===== src/rtl/score_pkg.sv =====
// -----------------------------------------------------------------------------
// score_pkg
// Shared types and constants for the score_keeper scoreboard:
//   - state_t          : accumulator FSM states
//   - SEG7_TABLE       : active-low {g..a} segment codes for BCD digits 0-9
//   - SEG7_BLANK       : all segments off, shown for non-BCD nibbles
//   - BCD_NINE         : saturation value of one digit
//   - kills_width()    : bit width needed to count 0..n_enemies kills
// -----------------------------------------------------------------------------
package score_pkg;

    typedef enum logic [1:0] {
        IDLE  = 2'd0,
        LOAD  = 2'd1,
        ADD   = 2'd2,
        BONUS = 2'd3
    } state_t;

    localparam logic [3:0] BCD_NINE = 4'd9;

    localparam logic [6:0] SEG7_BLANK = 7'h7F;

    localparam logic [6:0] SEG7_TABLE [10] = '{
        7'h40,  // 0
        7'h79,  // 1
        7'h24,  // 2
        7'h30,  // 3
        7'h19,  // 4
        7'h12,  // 5
        7'h02,  // 6
        7'h78,  // 7
        7'h00,  // 8
        7'h10   // 9
    };

    function automatic int kills_width(input int n_enemies);
        return (n_enemies < 1) ? 1 : $clog2(n_enemies + 1);
    endfunction

endpackage


===== src/rtl/bcd_seg7.sv =====
// -----------------------------------------------------------------------------
// bcd_seg7
// Combinational BCD digit to 7-segment decoder (active-low, {g..a}).
// Ports:
//   i_bcd : 4-bit BCD digit
//   o_seg : segment drive, 0 = segment lit; nibbles above 9 blank the digit
// -----------------------------------------------------------------------------
module bcd_seg7
    import score_pkg::*;
(
    input  logic [3:0] i_bcd,
    output logic [6:0] o_seg
);

    always_comb begin
        o_seg = SEG7_BLANK;
        if (i_bcd <= 4'd9) begin
            o_seg = SEG7_TABLE[i_bcd];
        end
    end

endmodule


===== src/rtl/score_keeper.sv =====
// -----------------------------------------------------------------------------
// score_keeper
// Scoreboard for the shooter game. Enemy deaths are seen as falling edges of
// enemy_alive, latched into a pending mask and serviced one at a time by a
// digit-serial BCD adder. A one-time bonus is added when every enemy of the
// current wave has been killed. The score saturates at all 9s.
//
// Ports:
//   clk            system clock
//   reset          synchronous, active-high
//   pausa          freezes the FSM and datapath; edge capture keeps running
//   enemy_alive    one bit per enemy, 1 = alive
//   wave_start     one-cycle pulse, clears the wave kill count and bonus flag
//   score_bcd      BCD score, digit 0 in the LSBs
//   hex            registered active-low 7-segment drive per digit
//   kills_in_wave  kills serviced in the current wave (saturating)
//   busy           FSM not idle or kills still pending
//   saturated      sticky flag, score clamped at all 9s
//
// Optional feature (macro SCORE_KEEPER_HISCORE_EN):
//   show_hi        input, display the high score instead of the score
//   hiscore_bcd    output, best score seen; survives reset
// -----------------------------------------------------------------------------
module score_keeper
    import score_pkg::*;
#(
    parameter int N_ENEMIES       = 5,
    parameter int N_DIGITS        = 4,
    parameter int POINTS_PER_KILL = 1,
    parameter int WAVE_BONUS      = 5
) (
    input  logic                                 clk,
    input  logic                                 reset,
    input  logic                                 pausa,
    input  logic [N_ENEMIES-1:0]                 enemy_alive,
    input  logic                                 wave_start,
    output logic [4*N_DIGITS-1:0]                score_bcd,
    output logic [7*N_DIGITS-1:0]                hex,
    output logic [kills_width(N_ENEMIES)-1:0]    kills_in_wave,
    output logic                                 busy,
    output logic                                 saturated
`ifdef SCORE_KEEPER_HISCORE_EN
    ,
    input  logic                                 show_hi,
    output logic [4*N_DIGITS-1:0]                hiscore_bcd
`endif
);

    localparam int KW = kills_width(N_ENEMIES);
    localparam int DW = (N_DIGITS > 1) ? $clog2(N_DIGITS) : 1;
    localparam int SW = 4 * N_DIGITS;

    localparam logic [KW-1:0] KILLS_MAX  = KW'(N_ENEMIES);
    localparam logic [DW-1:0] LAST_DIGIT = DW'(N_DIGITS - 1);
    localparam logic [3:0]    PPK        = 4'(POINTS_PER_KILL);
    localparam logic [3:0]    BONUS_PTS  = 4'(WAVE_BONUS);

    state_t                 r_state;
    state_t                 w_state_nxt;
    logic [N_ENEMIES-1:0]   r_prev_alive;
    logic [N_ENEMIES-1:0]   r_pending;
    logic [N_ENEMIES-1:0]   w_kill_evt;
    logic [N_ENEMIES-1:0]   w_lowest;
    logic [N_ENEMIES-1:0]   w_load_clr;
    logic [SW-1:0]          r_score;
    logic [SW-1:0]          w_score_add;
    logic [SW-1:0]          w_disp;
    logic [3:0]             r_addend;
    logic [3:0]             w_cur_digit;
    logic [4:0]             w_sum;
    logic                   w_carry_out;
    logic                   w_last;
    logic                   r_carry;
    logic [DW-1:0]          r_digit;
    logic [KW-1:0]          r_kills;
    logic                   r_bonus_done;
    logic                   r_saturated;
    logic [7*N_DIGITS-1:0]  r_hex;
    logic [7*N_DIGITS-1:0]  w_hex;
    logic                   w_do_load;
    logic                   w_do_bonus;
    logic                   w_do_add;

    // Edge capture: falling edges only; never paused so no kill is lost.
    assign w_kill_evt = r_prev_alive & ~enemy_alive;
    // Isolate the lowest set pending bit (two's-complement trick).
    assign w_lowest   = r_pending & (~r_pending + N_ENEMIES'(1));
    assign w_load_clr = w_do_load ? w_lowest : '0;

    always_ff @(posedge clk) begin
        if (reset) begin
            r_prev_alive <= '0;
            r_pending    <= '0;
        end else begin
            r_prev_alive <= enemy_alive;
            r_pending    <= (r_pending | w_kill_evt) & ~w_load_clr;
        end
    end

    // FSM state register
    always_ff @(posedge clk) begin
        if (reset) begin
            r_state <= IDLE;
        end else begin
            r_state <= w_state_nxt;
        end
    end

    // FSM next state and per-state strobes; pausa holds everything.
    // A saturated score skips ADD entirely, but LOAD still counts the kill.
    always_comb begin
        w_state_nxt = r_state;
        w_do_load   = 1'b0;
        w_do_bonus  = 1'b0;
        w_do_add    = 1'b0;
        if (!pausa) begin
            case (r_state)
                IDLE: begin
                    if (r_pending != '0) begin
                        w_state_nxt = LOAD;
                    end else if ((r_kills == KILLS_MAX) && !r_bonus_done &&
                                 (BONUS_PTS != 4'd0)) begin
                        w_state_nxt = BONUS;
                    end
                end
                LOAD: begin
                    w_do_load   = 1'b1;
                    w_state_nxt = r_saturated ? IDLE : ADD;
                end
                BONUS: begin
                    w_do_bonus  = 1'b1;
                    w_state_nxt = r_saturated ? IDLE : ADD;
                end
                ADD: begin
                    w_do_add = 1'b1;
                    if (r_digit == LAST_DIGIT) begin
                        w_state_nxt = IDLE;
                    end
                end
                default: w_state_nxt = IDLE;
            endcase
        end
    end

    // Digit-serial adder: only digit 0 receives the addend, higher digits
    // just absorb the ripple carry.
    always_comb begin
        w_cur_digit = '0;
        for (int i = 0; i < N_DIGITS; i++) begin
            if (r_digit == DW'(i)) begin
                w_cur_digit = r_score[4*i +: 4];
            end
        end
        w_sum       = {1'b0, w_cur_digit}
                    + {1'b0, (r_digit == '0) ? r_addend : 4'd0}
                    + {4'd0, r_carry};
        w_carry_out = (w_sum > 5'd9);
        w_score_add = r_score;
        for (int i = 0; i < N_DIGITS; i++) begin
            if (r_digit == DW'(i)) begin
                w_score_add[4*i +: 4] = w_carry_out ? 4'(w_sum - 5'd10) : w_sum[3:0];
            end
        end
    end

    assign w_last = (r_digit == LAST_DIGIT);

    always_ff @(posedge clk) begin
        if (reset) begin
            r_score      <= '0;
            r_addend     <= '0;
            r_carry      <= 1'b0;
            r_digit      <= '0;
            r_kills      <= '0;
            r_bonus_done <= 1'b0;
            r_saturated  <= 1'b0;
        end else begin
            if (w_do_load) begin
                r_addend <= PPK;
                r_digit  <= '0;
                r_carry  <= 1'b0;
                if (r_kills != KILLS_MAX) begin
                    r_kills <= r_kills + KW'(1);
                end
            end
            if (w_do_bonus) begin
                r_addend     <= BONUS_PTS;
                r_bonus_done <= 1'b1;
                r_digit      <= '0;
                r_carry      <= 1'b0;
            end
            if (w_do_add) begin
                if (w_last) begin
                    // Carry out of the top digit: clamp instead of wrapping.
                    if (w_carry_out) begin
                        r_score     <= {N_DIGITS{BCD_NINE}};
                        r_saturated <= 1'b1;
                    end else begin
                        r_score <= w_score_add;
                    end
                    r_carry <= 1'b0;
                end else begin
                    r_score <= w_score_add;
                    r_carry <= w_carry_out;
                    r_digit <= r_digit + DW'(1);
                end
            end
            // A new wave overrides the LOAD increment; a coincident LOAD
            // still counts as the first kill of the new wave.
            if (wave_start) begin
                r_kills      <= w_do_load ? KW'(1) : '0;
                r_bonus_done <= 1'b0;
            end
        end
    end

`ifdef SCORE_KEEPER_HISCORE_EN
    // Deliberately outside reset so the best score survives a game restart.
    logic [SW-1:0] r_hiscore = '0;

    always_ff @(posedge clk) begin
        if (!pausa && (r_state == IDLE) && (r_score > r_hiscore)) begin
            r_hiscore <= r_score;
        end
    end

    assign hiscore_bcd = r_hiscore;
    assign w_disp      = show_hi ? r_hiscore : r_score;
`else
    assign w_disp = r_score;
`endif

    for (genvar g = 0; g < N_DIGITS; g++) begin : g_seg
        bcd_seg7 u_seg (
            .i_bcd (w_disp[4*g +: 4]),
            .o_seg (w_hex[7*g +: 7])
        );
    end

    always_ff @(posedge clk) begin
        if (reset) begin
            r_hex <= {N_DIGITS{SEG7_TABLE[0]}};
        end else begin
            r_hex <= w_hex;
        end
    end

    assign score_bcd     = r_score;
    assign hex           = r_hex;
    assign kills_in_wave = r_kills;
    assign busy          = (r_state != IDLE) || (r_pending != '0);
    assign saturated     = r_saturated;

endmodule


===== config.mk =====
export PLATFORM = sky130hd
export DESIGN_NAME = score_keeper
export DESIGN_NICKNAME = d
export VERILOG_FILES = /design/src/rtl/score_pkg.sv /design/src/rtl/bcd_seg7.sv /design/src/rtl/score_keeper.sv
export SDC_FILE = /design/constraint.sdc
export NUM_CORES = 1
export LEC_CHECK = 0
export BUFFER_PORTS_ARGS = -buffer_cell sky130_fd_sc_hd__buf_2
export CAP_MARGIN = 20
export CORE_MARGIN = 1
export CORE_UTILIZATION = 56
export CTS_CLUSTER_DIAMETER = 30
export CTS_CLUSTER_SIZE = 40
export DETAILED_ROUTE_END_ITERATION = 8
export PLACE_DENSITY = 0.83
export RECOVER_POWER = 100
export SLEW_MARGIN = 20
export SYNTH_ARGS = -nofsm -noshare
export SYNTH_HDL_FRONTEND = slang
export SYNTH_SLANG_ARGS = --single-unit

===== constraint.sdc =====
create_clock -name clk -period 4.5 [get_ports clk]
set_clock_uncertainty 0.15 [all_clocks]
set_input_delay 1.125 -clock clk [delete_from_list [all_inputs] [get_ports clk]]
set_output_delay 1.125 -clock clk [all_outputs]
set_load 0.01 [all_outputs]

==> reports/qor.yml <==
io_pins: 58
p_seq_share_pct: 52.0
antenna_found_initial: 0
ys_async_sr_fraction_pct: 0
yosysTopAreaCellShare_pct: 38.6
ys_types: 53
final_common_cell: "dfxtp_1"
hold_path_class: "register to register"
cts_made_buffers: 9
viasPerCell: 5.64
cts_buffer_depth: 2
switchingPower_uw: 307
drive_gt1_share_pct: 8.11
clk_pin_slew_ns: 0.07
syn_area_um2: 3420
routabilityCongestion: 0.875
cts_resized: 0
crit_path_start_kind: "register"
pwr-share-comb_pct: 9.3
synth_ff_type: "dfxtp_1"
status: "finished, violations left"
leakagePower_nw: 1.41
grt_max_degree: 43
cts_tree: "yes"
setup_viol: 0
dr_total_vias: 2996
layout_common_cells: "dfxtp_1, a21oi_1, nor2_1"
wire_per_inst_um: 13.8
fin_ws_ns: 0.571
remaining_drc_errors: 1
critPathCaptureType: "register"
seq_area_frac_synth_pct: 38.6
rows: 28
synth_nets: 442
post_cts_buffers: 0
die_height_um: 80.2
internal_power_uw: 876
final_antenna_net_count: 0
worst_slew_pin_slew_ns: 1.87
clk_latency_ns: 0.34
fin_nets: 492
place.detailed.hpwl_um: 5110
fin_tns_setup_ns: 0
die_area_um2: 6430
dr.pass1.iters: 6
area_growth_pct: 10.7
crit_fanout: 11
wl_um: 7310
die_x_um: 80.2
finalMaxSlewViolations: 43
core_um2: 5920
grt_pass1_wl_um: 12100
crit_type: "register to register"
gr-usage-all-layers_pct: 24.3
hold_buffers: 0
cp.required_ns: 4.47
cts_root_buf: "clkbuf_8"
synth_edf_count: 0
avgSynthCellArea_um2: 8.49
hold_violations: 0
min_period_ns: 3.93
yosys_register_bits: 66
maxCapViolCount: 1
initial_core_util_pct: 57.8
first_global_vias: 2672
drt-initial-drc-count: 233
yosys-top-cells-area: "dfxtp_1, ha_1, a21oi_1, nor2_1, nand2_1"
rsz0062_at_grt: "no"
clkSinkCount: 66
diodes: 0
p_sw_share_pct: 25.9
netlist_instances: 403
preCtsSetupSlack_ns: 0.696
yosys.area.top_type: "dfxtp_1"
clkPwrFrac_pct: 38.7
relSlewSlack_pct: -24.8
ir_drop_uv: 261
powerDensity_nw_per_um2: 312
clock.fmax_mhz: 254
io_buffers: 57
synth_warnings: 0
finalCritPeriodShare_pct: 87.3
grt_overflow: 0
cp.arrival_ns: 3.90
violations: "design-rule violations, max-capacitance violations, max-slew violations"
htree_levels: 3
==> cell type report <==
cell class                 count  area [µm²]
tap                           75        93.8
multi-input combinational    290        1860
fill                         549        2130
sequential                    66        1320
timing repair buffer          59         234
clock inverter                 2        12.5
clock buffer                  12         165
inverter                      27         101
==> worst paths after layout <==
check                           cells after the start                   endpoint             startpoint  slack, ns
worst min register to register                      2       r_carry$_SDFFE_PP0P_   r_carry$_SDFFE_PP0P_       0.33
worst max-delay path                               14  score_bcd[7]$_SDFFE_PP0P_  r_digit[0]$_SDFF_PP0_       0.57
worst max register to register                     14  score_bcd[7]$_SDFFE_PP0P_  r_digit[0]$_SDFF_PP0_       0.57
worst min-delay path                                2       r_carry$_SDFFE_PP0P_   r_carry$_SDFFE_PP0P_       0.33
==> metrics by stage <==
stage / utilization [%] / instance area (µm²) / total power [mW] / std cells / hold WS (ns)
after floorplan: - / 3420 / 0.713 / 403 / 0.290
after global placement: 62.7 / 3710 / 0.738 / 517 / 0.316
after detailed placement: 62.7 / 3710 / 0.742 / 517 / 0.329
after CTS: 65.7 / 3890 / 1.19 / 531 / 0.345
after global routing: 64.0 / 3790 / 1.23 / 531 / 0.364
final: 64.0 / 3790 / 1.18 / 531 / 0.335
==> Yosys cell counts (all sizes together) (2+ instances only) <==
cell type,number
a2111oi,2
a211o,4
a211oi,11
a21oi,58
a221oi,3
a22oi,5
a32o,6
and2,3
buf,4
clkbuf,16
dfxtp,66
ha,29
inv,27
mux2i,3
nand2,33
nand2b,6
nand3b,2
nor2,55
nor2b,13
nor3,3
nor3b,4
o21ai,25
o311ai,2
o41ai,2
or3,3
or3b,4
==> sequential cells by signal (all words and copies together) (netlist names) <==
register / count
r_pending: 5
r_digit: 2
kills_in_wave: 3
r_carry: 1
hex: 28
saturated: 1
r_state: 2
score_bcd: 16
r_addend: 2
r_bonus_done: 1
r_prev_alive: 5
==> power by group through the flow <==
stage	combinational, mW	clock, mW	sequential (mW)
final	0.110	0.458	0.615
after CTS	0.115	0.465	0.615
after floorplan	0.0925	0	0.621
after global routing	0.124	0.489	0.617
after global placement	0.111	0	0.627
after detailed placement	0.114	0	0.628
==> metal layers <==
layer	global-route usage (%)	routed length (µm)	share of wire [%]	up-vias
li1	-	-	-	1498
met1	28.7	3240	44	1395
met2	41.8	3550	49	91
met3	6.36	406	5.6	12
met4	9.64	116	1.6	0
met5	0	0	0	-
==> kinds of logic after synthesis <==
logic type               after synthesis  synth area share [%]
XOR/XNOR                               1                 0.256
buffers and inverters                 47                  6.03
flip-flops                            66                  38.6
adder cells (fa/ha/maj)               30                  11.2
multiplexers                           3                 0.877
AND/OR/NAND/NOR                      129                  18.1
AO/OA/AOI/OAI                        127                  24.9
==> worst max-delay path: stages (launching register included) <==
cell	delay [ns]
dfxtp_1	0.42
inv_1	0.09
ha_1	0.33
a211oi_1	0.25
a21oi_1	0.06
mux2i_1	0.17
fa_1	0.21
inv_1	0.05
ha_1	0.19
a21oi_1	0.37
o2111ai_2	0.16
a211oi_1	0.49
or2_0	0.35
a311o_1	0.28
a221oi_1	0.12
(Power assumes the default switching activity.)
